[config.mk]
export PLATFORM = sky130hd
export DESIGN_NAME = flood_game_ctrl
export DESIGN_NICKNAME = d
export VERILOG_FILES = /design/src/rtl/flood_pkg.sv /design/src/rtl/tries_counter.sv /design/src/rtl/flood_game_ctrl.sv
export SDC_FILE = /design/constraint.sdc
export NUM_CORES = 1
export LEC_CHECK = 0
export ABC_AREA = 1
export ABC_CLOCK_PERIOD_IN_PS = 4300
export CORE_AREA = 2 2 105 107
export CTS_BUF_LIST = sky130_fd_sc_hd__clkbuf_8 sky130_fd_sc_hd__clkbuf_16
export DETAILED_ROUTE_END_ITERATION = 10
export DIE_AREA = 0 0 107 109
export GPL_TIMING_DRIVEN = 1
export MAX_ROUTING_LAYER = met4
export SETUP_SLACK_MARGIN = 0.02
export SYNTH_ARGS = -nofsm -noshare
export SYNTH_HDL_FRONTEND = slang
export SYNTH_SLANG_ARGS = --single-unit
[constraint.sdc]
create_clock -name CLOCK -period 4.3 [get_ports CLOCK]
set_input_delay 0.645 -clock CLOCK [delete_from_list [all_inputs] [get_ports CLOCK]]
set_output_delay 0.645 -clock CLOCK [all_outputs]
set_load 0.05 [all_outputs]
[src/rtl/flood_pkg.sv]
// rtl/flood_pkg.sv - shared state type, field widths and move-budget helper for Flood-It
package flood_pkg;

    typedef enum logic [1:0] {
        SETUP = 2'd0,
        PLAY  = 2'd1,
        WON   = 2'd2,
        LOST  = 2'd3
    } state_t;

    localparam int MAX_TRIES = 99;
    localparam int SIZE_W    = 5;
    localparam int COLOR_W   = 4;
    localparam int TRIES_W   = 8;
    localparam int PROD_W    = 11;

    // Budget = min(99, ((size*colors*3) >> 3) + 1); the shift is the only truncation.
    function automatic logic [TRIES_W-1:0] calc_budget(
        input logic [SIZE_W-1:0]  size,
        input logic [COLOR_W-1:0] colors
    );
        logic [PROD_W-1:0] w_prod;
        logic [PROD_W-1:0] w_budget;
        w_prod   = PROD_W'(size) * PROD_W'(colors) * PROD_W'(3);
        w_budget = (w_prod >> 3) + PROD_W'(1);
        if (w_budget > PROD_W'(MAX_TRIES)) begin
            return TRIES_W'(MAX_TRIES);
        end
        return w_budget[TRIES_W-1:0];
    endfunction

endpackage

[src/rtl/tries_counter.sv]
// rtl/tries_counter.sv - saturating move counter with latched budget and next-value limit flag
module tries_counter
    import flood_pkg::*;
(
    input  logic               i_clk,
    input  logic               i_rst,
    input  logic               i_clr,
    input  logic               i_inc,
    input  logic [TRIES_W-1:0] i_limit,
    output logic [TRIES_W-1:0] o_count,
    output logic [TRIES_W-1:0] o_limit,
    output logic               o_at_limit
);

    logic [TRIES_W-1:0] r_count;
    logic [TRIES_W-1:0] r_limit;
    logic [TRIES_W-1:0] w_count_inc;

    assign w_count_inc = (r_count >= TRIES_W'(MAX_TRIES)) ? r_count : r_count + TRIES_W'(1);

    // Flag refers to the value the count would take on this increment.
    assign o_at_limit  = (w_count_inc == r_limit);
    assign o_count     = r_count;
    assign o_limit     = r_limit;

    always_ff @(posedge i_clk) begin
        if (i_rst) begin
            r_count <= '0;
            r_limit <= '0;
        end else if (i_clr) begin
            r_count <= '0;
            r_limit <= i_limit;
        end else if (i_inc) begin
            r_count <= w_count_inc;
        end
    end

endmodule

[src/rtl/flood_game_ctrl.sv]
// rtl/flood_game_ctrl.sv - Flood-It game flow: settings menu, move counting and win/lose state
module flood_game_ctrl
    import flood_pkg::*;
#(
    parameter int SIZE_MIN      = 2,
    parameter int SIZE_MAX      = 14,
    parameter int SIZE_DEFAULT  = 6,
    parameter int COLOR_MIN     = 3,
    parameter int COLOR_MAX     = 8,
    parameter int COLOR_DEFAULT = 4
) (
    input  logic               CLOCK,
    input  logic               RESET,
    input  logic               BTN_UP,
    input  logic               BTN_DOWN,
    input  logic               BTN_SEL,
    input  logic               BTN_START,
    input  logic               MOVE_VALID,
    input  logic               BOARD_FULL,
    output logic [SIZE_W-1:0]  SIZE,
    output logic [COLOR_W-1:0] COLOR_NUM,
    output logic               sORc,
    output logic               MODE,
    output logic [TRIES_W-1:0] TRIES,
    output logic [TRIES_W-1:0] TOTAL_TRIES,
    output logic               NEW_GAME,
    output logic               GAME_OVER,
    output logic               WIN
);

    state_t              r_state;
    state_t              w_state_next;
    logic [SIZE_W-1:0]   r_size;
    logic [COLOR_W-1:0]  r_color;
    logic                r_sorc;
    logic                r_new_game;
    logic                w_start_game;
    logic                w_count_move;
    logic                w_at_limit;
    logic                w_step_up;
    logic                w_step_down;
    logic [TRIES_W-1:0]  w_budget;

    assign w_start_game = (r_state == SETUP) && BTN_START;
    assign w_count_move = (r_state == PLAY) && MOVE_VALID && !BTN_START;
    assign w_step_up    = BTN_UP && !BTN_DOWN;
    assign w_step_down  = BTN_DOWN && !BTN_UP;
    assign w_budget     = calc_budget(r_size, r_color);

    tries_counter u_tries (
        .i_clk      (CLOCK),
        .i_rst      (RESET),
        .i_clr      (w_start_game),
        .i_inc      (w_count_move),
        .i_limit    (w_budget),
        .o_count    (TRIES),
        .o_limit    (TOTAL_TRIES),
        .o_at_limit (w_at_limit)
    );

    always_ff @(posedge CLOCK) begin
        if (RESET) begin
            r_state <= SETUP;
        end else begin
            r_state <= w_state_next;
        end
    end

    always_comb begin
        w_state_next = r_state;
        case (r_state)
            SETUP: begin
                if (BTN_START) w_state_next = PLAY;
            end
            PLAY: begin
                if (BTN_START) begin
                    w_state_next = SETUP;
                end else if (MOVE_VALID) begin
                    if (BOARD_FULL)      w_state_next = WON;
                    else if (w_at_limit) w_state_next = LOST;
                end
            end
            WON, LOST: begin
                if (BTN_START) w_state_next = SETUP;
            end
            default: w_state_next = SETUP;
        endcase
    end

    // Menu edits only while in SETUP; START in the same cycle wins over SEL/UP/DOWN.
    always_ff @(posedge CLOCK) begin
        if (RESET) begin
            r_size     <= SIZE_W'(SIZE_DEFAULT);
            r_color    <= COLOR_W'(COLOR_DEFAULT);
            r_sorc     <= 1'b1;
            r_new_game <= 1'b0;
        end else begin
            r_new_game <= w_start_game;
            if (r_state == SETUP && !BTN_START) begin
                if (BTN_SEL) begin
                    r_sorc <= ~r_sorc;
                end else if (w_step_up) begin
                    if (r_sorc) begin
                        if (r_size < SIZE_W'(SIZE_MAX)) r_size <= r_size + SIZE_W'(1);
                    end else begin
                        if (r_color < COLOR_W'(COLOR_MAX)) r_color <= r_color + COLOR_W'(1);
                    end
                end else if (w_step_down) begin
                    if (r_sorc) begin
                        if (r_size > SIZE_W'(SIZE_MIN)) r_size <= r_size - SIZE_W'(1);
                    end else begin
                        if (r_color > COLOR_W'(COLOR_MIN)) r_color <= r_color - COLOR_W'(1);
                    end
                end
            end
        end
    end

    assign SIZE      = r_size;
    assign COLOR_NUM = r_color;
    assign sORc      = r_sorc;
    assign NEW_GAME  = r_new_game;
    assign MODE      = (r_state != SETUP);
    assign GAME_OVER = (r_state == WON) || (r_state == LOST);
    assign WIN       = (r_state == WON);

endmodule

# Word-level counts from Yosys, hierarchy flattened
# Index checks and enable logic that the tools add are counted.
dict set report totals {
  register_bits 29
  latch_bits 0
  ramBits 0
  rom_bits 0
  inputBits 8
  output_inout_bits 30
  elab_cells 81
  n_memories 0
}
dict set report classes {
  n_addsub 6
  mul 2
  div_mod_pow 0
  n_lt_le_gt_ge 6
  n_eq_ne 14
  n_shift 0
  muxes 23
  n_bitwise 2
  reduce_logical 21
}
# operator n
set ops {}
lappend ops {{two-way mux 5 bit} 6}
lappend ops {{two-way mux 4 bit} 6}
lappend ops {{two-way mux 8 bit} 3}
lappend ops {{AND reduction 7 bit} 2}
lappend ops {{two-way mux 2 bit} 6}
lappend ops {{inequality test 2 bit (second input constant)} 6}
lappend ops {{multiplier 9 x 2 -> 11 bit (second input constant)} 1}
lappend ops {{adder 8 x 1 -> 9 bit (second input constant)} 1}
lappend ops {{greater-than comparator 9 x 7 -> 1 bit (second input constant)} 1}
lappend ops {{multiplier 5 x 4 -> 9 bit} 1}
lappend ops {{adder 8 x 1 -> 8 bit (second input constant)} 1}
lappend ops {{equality test 8 bit} 1}
lappend ops {{>= comparator 8 x 7 -> 1 bit (second input constant)} 1}
lappend ops {{nonzero test 2 bit} 4}
lappend ops {{logical AND 1 bit} 6}
lappend ops {{case mux 2 bit (3 select lines)} 1}
lappend ops {{adder 5 x 1 -> 5 bit (second input constant)} 1}
lappend ops {{greater-than comparator 5 x 2 -> 1 bit (second input constant)} 1}
lappend ops {{less-than comparator 5 x 4 -> 1 bit (second input constant)} 1}
lappend ops {{subtractor 5 x 1 -> 5 bit (second input constant)} 1}
lappend ops {{adder 4 x 1 -> 4 bit (second input constant)} 1}
lappend ops {{equality test 2 bit (second input constant)} 2}
lappend ops {{greater-than comparator 4 x 2 -> 1 bit (second input constant)} 1}
lappend ops {{less-than comparator 4 bit (second input constant)} 1}
lappend ops {{13 further kinds} 18}

# Longest topological paths before layout
# Gate-level depths: netlist (run 1).
dict set report depth {
  word_depth 8
  ltp_mapped 31
  depth_no_buf 31
}

# Cells and area by module
# A second synthesis (run 1) with hierarchy kept.
dict set report hier_totals {
  cells_unflattened 504
  area_unflattened_um2 3166.8
}
# mod n_inst cells_per_inst area_per_inst_um2 seq_area_each_um2
set by_module_without_submodules {}
lappend by_module_without_submodules {flood_game_ctrl 1 355 2232.1 260.2}
lappend by_module_without_submodules {tries_counter 1 149 934.6 320.3}

# Worst setup path before layout (run 1)
# Ideal clock, no wire load.
dict set report synth_path {
  kind {flip-flop to flip-flop}
  startpoint {reg r_size[0] (netlist: SIZE[0])}
  endpoint {reg u_tries.r_limit[2] (netlist: u_tries.o_limit[2])}
  setup_ns 0.116
  arrival_ns 4.420
  required_time_ns 4.184
  path_slack_ns -0.236
  path_stages_with_launch 28
  path_buffers 0
  period_less_slack_ns 4.536
  path_cell_list {dfxtp_1 nand2_1 fa_1 inv_1 fa_1 ha_1 a21oi_1 and2_1 inv_1 a21oi_1 o21bai_1 xnor2_1 inv_1 ha_1 inv_2 o21ai_0 nor2_1 nand3_1 nand2_2 nand2_2 inv_2 nand2_1 nand2_1 nand2_2 inv_2 nand3_2 nand2_2 o21ai_2}
}
dict set report synth_between {
  elab_chain_len 6
}
# item line
set synth_lines {}
lappend synth_lines {{start, declared} flood_game_ctrl.sv:33} ;# logic [SIZE_W-1:0] r_size;
lappend synth_lines {{start signal, assigned} flood_game_ctrl.sv:93} ;# r_size <= SIZE_W'(SIZE_DEFAULT);
lappend synth_lines {{start signal, assigned} flood_game_ctrl.sv:104} ;# if (r_size < SIZE_W'(SIZE_MAX)) r_size <= r_size + SIZE_W'(1);
lappend synth_lines {{start signal, assigned} flood_game_ctrl.sv:110} ;# if (r_size > SIZE_W'(SIZE_MIN)) r_size <= r_size - SIZE_W'(1);
lappend synth_lines {{multiplier 5 x 4 -> 9 bit (*)} flood_pkg.sv:24} ;# w_prod = PROD_W'(size) * PROD_W'(colors) * PROD_W'(3);
lappend synth_lines {{multiplier 9 x 2 -> 11 bit (*)} flood_pkg.sv:24}
lappend synth_lines {{adder 8 x 1 -> 9 bit (*)} flood_pkg.sv:25} ;# w_budget = (w_prod >> 3) + PROD_W'(1);
lappend synth_lines {{greater-than comparator 9 x 7 -> 1 bit} flood_pkg.sv:26} ;# if (w_budget > PROD_W'(MAX_TRIES)) begin
lappend synth_lines {{two-way mux 1 bit} flood_pkg.sv:26}
lappend synth_lines {{two-way mux 8 bit (*)} flood_pkg.sv:29} ;# return w_budget[TRIES_W-1:0];
lappend synth_lines {{end signal, assigned} tries_counter.sv:32} ;# r_limit <= i_limit;
lappend synth_lines {{end, declared} tries_counter.sv:16} ;# logic [TRIES_W-1:0] r_limit;
# Mark *: on every way between the ends. The rest lies on a longest branch, timed or not.
# A chain may end at the register's enable or synchronous reset.

# Worst setup path in the final report (run 1)
dict set report layout_path {
  startpoint {reg r_color[1] (netlist: COLOR_NUM[1])}
  endpoint {reg u_tries.r_limit[1] (netlist: u_tries.o_limit[1])}
}
dict set report layout_between {
  elab_chain_len 6
}
# item line
set layout_lines {}
lappend layout_lines {{start, declared} flood_game_ctrl.sv:34} ;# logic [COLOR_W-1:0] r_color;
lappend layout_lines {{start signal, assigned} flood_game_ctrl.sv:94} ;# r_color <= COLOR_W'(COLOR_DEFAULT);
lappend layout_lines {{start signal, assigned} flood_game_ctrl.sv:106} ;# if (r_color < COLOR_W'(COLOR_MAX)) r_color <= r_color + COLOR_W'(1);
lappend layout_lines {{start signal, assigned} flood_game_ctrl.sv:112} ;# if (r_color > COLOR_W'(COLOR_MIN)) r_color <= r_color - COLOR_W'(1);
lappend layout_lines {{multiplier 5 x 4 -> 9 bit (*)} flood_pkg.sv:24}
lappend layout_lines {{multiplier 9 x 2 -> 11 bit (*)} flood_pkg.sv:24}
lappend layout_lines {{adder 8 x 1 -> 9 bit (*)} flood_pkg.sv:25}
lappend layout_lines {{greater-than comparator 9 x 7 -> 1 bit} flood_pkg.sv:26}
lappend layout_lines {{two-way mux 1 bit} flood_pkg.sv:26}
lappend layout_lines {{two-way mux 8 bit (*)} flood_pkg.sv:29}
# Marked as above.

==> results of run 1 <==
[layout make-up]
cell class / count / area, um2
Fill cell: 1094 / 6350
Tap cell: 140 / 175
Clock buffer: 7 / 119
Inverter: 94 / 355
Sequential cell: 29 / 597
Clock inverter: 1 / 5.00
Timing Repair Buffer: 68 / 611
Multi-Input combinational cell: 365 / 2390
[layout by cell type, fill, tap and decap left out, drive strengths merged, types with 3 or more instances in the layout]
cell type / n
nand4: 10
ha: 31
clkbuf: 7
buf: 31
dfxtp: 29
nor2: 32
xor2: 7
o211ai: 3
o21ai: 24
fa: 8
a21oi: 21
inv: 93
nand3: 47
xnor2: 6
clkdlybuf4s50: 37
nand2: 160
nor3: 4
[metrics by stage]
stage	instance area, um2	hold WS, ns
6_report	4250	0.457
5_1_grt	4250	0.490
4_1_cts	3950	0.458
3_5_place_dp	3760	0.451
3_3_place_gp	3760	0.444
2_1_floorplan	3080	0.459
[kinds of logic (layout without fill, tap and decap cells)]
kind of cell	after synthesis	in the layout	synth area share, %
AOI/OAI and AO/OA	52	52	9.66
xor gates and xnor gates	13	13	3.71
adders and majority gates	39	39	17.8
buffers and inverters	99	170	12.1
DFF	29	29	18.9
and+or+nand+nor	261	261	37.7
[path summary, 6_finish.rpt]
kind | startpoint | endpoint | slack [ns] | cells past startpoint
worst max register to register | COLOR_NUM[1]$_SDFFE_PP0P_ | u_tries.o_limit[1]$_SDFFE_PP0P_ | 0.17 | 26
worst min register to register | u_tries.o_limit[7]$_SDFFE_PP0P_ | u_tries.o_limit[7]$_SDFFE_PP0P_ | 0.46 | 2
worst max-delay path | COLOR_NUM[1]$_SDFFE_PP0P_ | u_tries.o_limit[1]$_SDFFE_PP0P_ | 0.17 | 26
worst min-delay path | u_tries.o_limit[7]$_SDFFE_PP0P_ | u_tries.o_limit[7]$_SDFFE_PP0P_ | 0.46 | 2
[sequential cells by signal (all words and copies together) (netlist names)]
register,count
u_tries.o_limit,8
sORc,1
SIZE,5
NEW_GAME,1
COLOR_NUM,4
r_state,2
u_tries.o_count,8
[repair_timing]
item	in CTS	in global routing
resized for setup	8	60
buffers inserted	2	9
pin swaps	8	32
setup endpoints to repair	7	7
[critical path, stage by stage, from the launching register on]
cell and delay [ns]:
sky130_fd_sc_hd__dfxtp_4 0.38, sky130_fd_sc_hd__buf_6 0.10, sky130_fd_sc_hd__nand2_2 0.05, sky130_fd_sc_hd__fa_1 0.51, sky130_fd_sc_hd__inv_1 0.05, sky130_fd_sc_hd__fa_1 0.44, sky130_fd_sc_hd__ha_4 0.29, sky130_fd_sc_hd__a21oi_2 0.12
sky130_fd_sc_hd__and2_4 0.15, sky130_fd_sc_hd__inv_2 0.03, sky130_fd_sc_hd__a21oi_2 0.11, sky130_fd_sc_hd__o21bai_1 0.09, sky130_fd_sc_hd__xnor2_1 0.21, sky130_fd_sc_hd__inv_2 0.10, sky130_fd_sc_hd__ha_4 0.32, sky130_fd_sc_hd__nand2_4 0.07
sky130_fd_sc_hd__nor2_4 0.10, sky130_fd_sc_hd__nand2_2 0.07, sky130_fd_sc_hd__nand2_2 0.08, sky130_fd_sc_hd__buf_4 0.11, sky130_fd_sc_hd__nand2_1 0.07, sky130_fd_sc_hd__nand2_1 0.07, sky130_fd_sc_hd__nand4_1 0.15, sky130_fd_sc_hd__nand2_4 0.15
sky130_fd_sc_hd__nand3_2 0.08, sky130_fd_sc_hd__nand2_1 0.06, sky130_fd_sc_hd__nand2_1 0.06
[power by group through the flow]
stage                     combinational, mW  clock, mW  sequential, mW
after CTS                             0.595      0.304           0.310
after detailed placement              0.586          0           0.317
after global placement                0.577          0           0.316
final                                 0.673      0.298           0.310
after global routing                  0.753      0.315           0.313
after floorplan                       0.365          0           0.374
[layer usage]
layer  share of wire (%)  wire (um)  track usage, %  up-vias
met4                 1.1         90            2.60        0
met1                  45       3610            16.9     1484
met2                  51       4050            24.2       48
met5                   0          0               -        -
li1                    -          -               -     1691
met3                 3.2        260            2.45        8
==> results.rst, run 1 <==
.. list-table::
   :header-rows: 1

   * - Metric
     - Value
   * - Status
     - complete, no violations
   * - Detailed Route WL
     - 8.01 mm
   * - Mapped Cells
     - 493
   * - Post-synth top area cell
     - sky130_fd_sc_hd__dfxtp_1
   * - Pwr Density
     - 302 mW/mm2
   * - Overall power after layout
     - 1.28 mW
   * - GPL Wtd Cong
     - 0.863
   * - Switching Fraction
     - 43.0%
   * - DRC errors left
     - 0
   * - Final #Nets
     - 610
   * - Clock power frac
     - 23.2%
   * - Proportion of power drawn by flip-flops and latches
     - 24.2%
   * - Data required time at the worst endpoint
     - 4.48 ns
   * - Final WS setup
     - 0.174 ns
   * - FP Rows
     - 38
   * - Critical path type
     - reg2reg
   * - Final clock period utilization by the worst path
     - 96.0%
   * - Post-synthesis sequential area ratio
     - 18.9%
   * - Routed vias
     - 3231
   * - Final Skew
     - 0.00459 ns
   * - Clock-pin slew on the worst setup and hold paths
     - 0.07 ns
   * - Top post-synthesis cells by area
     - sky130_fd_sc_hd__dfxtp_1 19%, sky130_fd_sc_hd__nand2_1 18%, sky130_fd_sc_hd__ha_1 13%
   * - Routed length per placed instance
     - 11.4 um
   * - Overall track demand over capacity in global routing
     - 13.9%
   * - Leakage component of the power
     - 2.16 nW
   * - Net switching power
     - 0.551 mW
   * - Maximum number of pins on one net before global-route repair
     - 15
   * - Worst min-delay path class
     - reg2reg
   * - Minimum setup slack after placement
     - -0.0727 ns
   * - Starting density of the core
     - 29.0%
   * - Antenna viol nets, final
     - 0
   * - Syn avg cell area
     - 6.23 um2
   * - Max_cap viols
     - 0
   * - Top cells by instance count after synthesis
     - 144 x sky130_fd_sc_hd__nand2_1, 88 x sky130_fd_sc_hd__inv_1, 43 x sky130_fd_sc_hd__nand3_1, 31 x sky130_fd_sc_hd__ha_1
   * - Die boundary height
     - 109 um
   * - Chip width
     - 107 um
   * - Distinct cells, synth
     - 33
   * - # IOs
     - 38
   * - Utilization after layout
     - 40.1%
   * - Clock root buffer
     - sky130_fd_sc_hd__clkbuf_8
   * - Die Outline Area
     - 0.0117 mm2
   * - Syn_nets
     - 540
   * - Share of synthesized flip-flops with an asynchronous set or reset
     - 0%
   * - Internal power of the cells
     - 0.730 mW
   * - Number of vias per cell after detailed routing
     - 4.59
   * - DP Wirelength
     - 6.16 mm
   * - Number of port buffers
     - 37
   * - Worst-margin pin slew
     - 0.860 ns
   * - Post-synthesis instance area
     - 0.00307 mm2
   * - Summed negative setup slack over all endpoints
     - 0 ns
   * - Synth Flop Type
     - sky130_fd_sc_hd__dfxtp_1
   * - Inserted Diodes
     - 0
   * - Post-CTS Hold Buffers
     - 0
   * - Number of hold-slack violations in the final timing report
     - 0
   * - Number of warnings reported in the yosys synthesis log
     - 0
   * - Detailed-routing iteration count for the pre-antenna-repair pass
     - 4
   * - Setup crit start kind
     - flip-flop
   * - Count of endpoints failing setup in the final report
     - 0
   * - Layout cells sized above 1
     - 23.2%
   * - Initial DRC Count
     - 116
   * - TritonCTS sink count
     - 29
   * - Register bit total from synthesis
     - 29
   * - Combinational group share of total power
     - 52.5%
   * - Final std cells w/o fill
     - 704
   * - First-pass GRT wire length
     - 13.0 mm
   * - Time the worst path needs with I/O delays and setup
     - 4.13 ns
   * - Core footprint
     - 0.0106 mm2
   * - Peak supply drop
     - 0.127 mV
   * - Cts bufs inserted
     - 5
   * - Fraction of synthesized cell area taken by the top area cell type
     - 18.9%
   * - Most frequent cell after synthesis
     - sky130_fd_sc_hd__nand2_1
   * - RSZ-0062 raised after global routing
     - yes
   * - Type of destination of the critical path
     - flip-flop
   * - Final count of pins violating max slew
     - 0
   * - Initial antenna violation count
     - 0
   * - Insertion delay of the later-clocked pin in the worst-skew pair
     - 0.28 ns
   * - Number of global-route vias before repair
     - 2951
   * - Largest buffer count on any clock path
     - 2
   * - Number of enable flip-flop cells after synthesis
     - 0
   * - Leftover overflow at the end of global routing
     - 0
   * - Maximum frequency from static timing analysis
     - 242 MHz
   * - # placed instances
     - 685
   * - Data arrival time of the critical path
     - 4.30 ns
   * - Slew HR
     - 42.4%
   * - TritonCTS clock tree
     - built
   * - H-tree levels
     - 2
   * - Critical Path Fanout Max
     - 5
   * - Area added between synthesis and finish
     - 38.3%
Note: power is estimated with default switching activity, not from simulation.
==> run 2, diff against run 1 <==
CORE_AREA = 2 2 147 77   (was 2 2 105 107)
DIE_AREA = 0 0 149 79   (was 0 0 107 109)
==> run 2 against run 1 <==
Flip-flop and latch count is the same. Critical path depth rose by 2. Power increased by 18%. Clock skew decreased by 0.00053 ns. Clock power up 41%. First-iteration DRC count rose by 120%. Register-to-register slack worse by 0.03 ns. Sequential power hardly changed. Worst setup slack got worse by 0.033 ns. Final area rose by 6.5%. Combinational power increased by 16%.
==> results.rst, run 2 (synthesis results as in run 1) <==
.. list-table::
   :header-rows: 1

   * - Metric
     - Value
   * - Most prevalent standard cell on the critical path
     - sky130_fd_sc_hd__nand2_1
   * - Core footprint
     - 0.0106 mm2 (about the same)
   * - Maximum frequency from static timing analysis
     - 240 MHz (-0.80%)
   * - Type of destination of the critical path
     - flip-flop
   * - Number of global-route vias before repair
     - 2926 (-0.85%)
   * - FP Rows
     - 27 (-29%)
   * - GPL Wtd Cong
     - 0.871 (+0.94%)
   * - Leakage component of the power
     - 2.23 nW (+3.4%)
   * - Routed vias
     - 3266 (+1.1%)
   * - Inserted Diodes
     - 0 (unchanged)
   * - Largest buffer count on any clock path
     - 2 (unchanged)
   * - DRC errors left
     - 0 (unchanged)
   * - CP peak stage delay
     - 0.56 ns (+0.05 ns)
   * - Time the worst path needs with I/O delays and setup
     - 4.16 ns (+0.0334 ns)
   * - Leftover overflow at the end of global routing
     - 0 (unchanged)
   * - Pwr Density
     - 334 mW/mm2 (+11%)
   * - Critical path type
     - reg2reg
   * - Overall track demand over capacity in global routing
     - 15.2% (+1.3 points)
   * - Die Outline Area
     - 0.0118 mm2 (+0.93%)
   * - Final count of pins violating max slew
     - 0 (unchanged)
   * - Slew HR
     - 38.3% (-4.1 points)
   * - Initial antenna violation count
     - 0 (unchanged)
   * - Worst min-delay path class
     - reg2reg
   * - Count of filler cells inserted in the layout
     - 1081 (-1.2%)
   * - Number of vias per cell after detailed routing
     - 4.54 (-1.2%)
   * - Buffers plus inverters on the worst setup path
     - 7 (+2)
   * - Insertion delay of the later-clocked pin in the worst-skew pair
     - 0.28 ns (about the same)
   * - Setup crit start kind
     - flip-flop
   * - Overall power after layout
     - 1.51 mW (+18%)
   * - Max_cap viols
     - 0 (unchanged)
   * - Data required time at the worst endpoint
     - 4.47 ns (about the same)
   * - Clock root buffer
     - sky130_fd_sc_hd__clkbuf_16
   * - H-tree levels
     - 2 (unchanged)
   * - Detailed-routing iteration count for the pre-antenna-repair pass
     - 4 (unchanged)
   * - Detailed Route WL
     - 8.78 mm (+9.6%)
   * - Area added between synthesis and finish
     - 47.3%
   * - Met1 routed wirelength after detailed routing
     - 4.82 mm (+34%)
   * - Top library cells by usage in the layout, fill and taps aside
     - 122 x sky130_fd_sc_hd__nand2_1, 72 x sky130_fd_sc_hd__inv_1, 37 x sky130_fd_sc_hd__nand3_1, 37 x sky130_fd_sc_hd__clkdlybuf4s50_1, 37 x sky130_fd_sc_hd__buf_4
   * - Uppermost layer routed
     - met4
   * - FF-to-FF setup slack
     - 0.14 ns (-0.03 ns)
   * - Cts bufs inserted
     - 5 (unchanged)
   * - Sum of met3 wire segment lengths after detailed routing
     - 326 um (+25%)
   * - Critical Path Fanout Max
     - 3 (-2)
   * - Peak supply drop
     - 0.138 mV (+8.7%)
   * - Routed length per placed instance
     - 12.2 um (+7.2%)
   * - DP Wirelength
     - 6.65 mm (+7.9%)
   * - Status
     - complete, no violations
   * - Detail Route met2 WL
     - 3.62 mm (-11%)
   * - Number of hold-slack violations in the final timing report
     - 0 (unchanged)
   * - Final clock period utilization by the worst path
     - 96.7% (+0.78 points)
   * - Number of port buffers
     - 37 (unchanged)
   * - Commonest non-fill, non-tap cell in the layout
     - sky130_fd_sc_hd__nand2_1
   * - Summed negative setup slack over all endpoints
     - 0 ns (unchanged)
   * - Final #Nets
     - 621 (+1.8%)
   * - Antenna viol nets, final
     - 0 (unchanged)
   * - Clock-pin slew on the worst setup and hold paths
     - 0.05 ns (-0.02 ns)
   * - First-pass GRT wire length
     - 14.1 mm (+8.3%)
   * - Count of endpoints failing setup in the final report
     - 0 (unchanged)
   * - Final Skew
     - 0.00406 ns (-0.000528 ns)
   * - Starting density of the core
     - 28.9% (about the same)
   * - Chip width
     - 149 um (+39%)
   * - TritonCTS clock tree
     - built
   * - # IOs
     - 38 (unchanged)
   * - Standard cell with the maximum stage delay on the critical path
     - sky130_fd_sc_hd__fa_2
   * - TritonCTS sink count
     - 29 (unchanged)
   * - Maximum number of pins on one net before global-route repair
     - 15 (unchanged)
   * - Data arrival time of the critical path
     - 4.33 ns (+0.03 ns)
   * - Worst-margin pin slew
     - 0.922 ns (+0.0614 ns)
   * - Layout cells sized above 1
     - 29.4% (+6.2 points)
   * - Die boundary height
     - 79 um (-28%)
   * - Category of cells accounting for the largest share of critical-path delay
     - adder cells
   * - Initial DRC Count
     - 260 (+120%)
   * - RSZ-0062 raised after global routing
     - yes
-- run 2: final timing paths --
path,startpoint,end,depth (start not counted)
hold reg to reg,u_tries.o_limit[7]$_SDFFE_PP0P_,u_tries.o_limit[7]$_SDFFE_PP0P_,2
setup reg to reg,COLOR_NUM[1]$_SDFFE_PP0P_,u_tries.o_limit[0]$_SDFFE_PP0P_,28
hold / removal,u_tries.o_limit[7]$_SDFFE_PP0P_,u_tries.o_limit[7]$_SDFFE_PP0P_,2
setup / recovery,COLOR_NUM[1]$_SDFFE_PP0P_,u_tries.o_limit[0]$_SDFFE_PP0P_,28
-- run 2: layout make-up --
cell class	count	area, um2	share of cell area [%]
clock buffers	6	139	3.07
clock inverters	2	33.8	0.747
inverters	94	358	7.91
multi-input cells	365	2510	55.5
flip-flops and latches	29	597	13.2
well taps	145	181	4.01
repair buffers	79	704	15.6
-- run 2: stage by stage --
| stage | setup slack [ns] | instances | hold WS [ns] | utilization, % | instance area (um2) |
|---|---|---|---|---|---|
| 6_report | 0.140 | 720 | 0.469 | 42.6 | 4520 |
| 5_1_grt | -0.0475 | 720 | 0.494 | 42.6 | 4520 |
| 4_1_cts | 0.0326 | 706 | 0.479 | 38.3 | 4060 |
| 3_5_place_dp | -0.232 | 695 | 0.472 | 35.9 | 3800 |
| 3_3_place_gp | -0.0251 | 695 | 0.459 | 35.9 | 3800 |
| 2_1_floorplan | 0.0336 | 493 | 0.459 | - | 3080 |
-- run 2: tightest hold or removal path, stage by stage (launching register included) --
cell                      delay [ns]
sky130_fd_sc_hd__dfxtp_1        0.33
sky130_fd_sc_hd__inv_1          0.06
sky130_fd_sc_hd__nor2_1         0.04
-- run 2: power breakdown --
group	leakage, nW	internal, mW	switching, mW
Clock	0.0883	0.287	0.132
Combinational	1.91	0.313	0.468
Sequential	0.238	0.288	0.0216
Total	2.23	0.888	0.622
-- run 2: repair_timing --
item,4_1_cts,5_1_grt
buffers inserted,3,14
gates resized for setup,13,95
gates cloned,0,0
setup endpoints to repair,7,7
pin swaps,12,53
hold buffers,0,0
-- run 2: layer usage --
layer,track usage (%),vias up
met5,-,-
met4,0.857,0
met3,3.51,2
met2,21.2,41
met1,22.9,1502
li1,-,1721
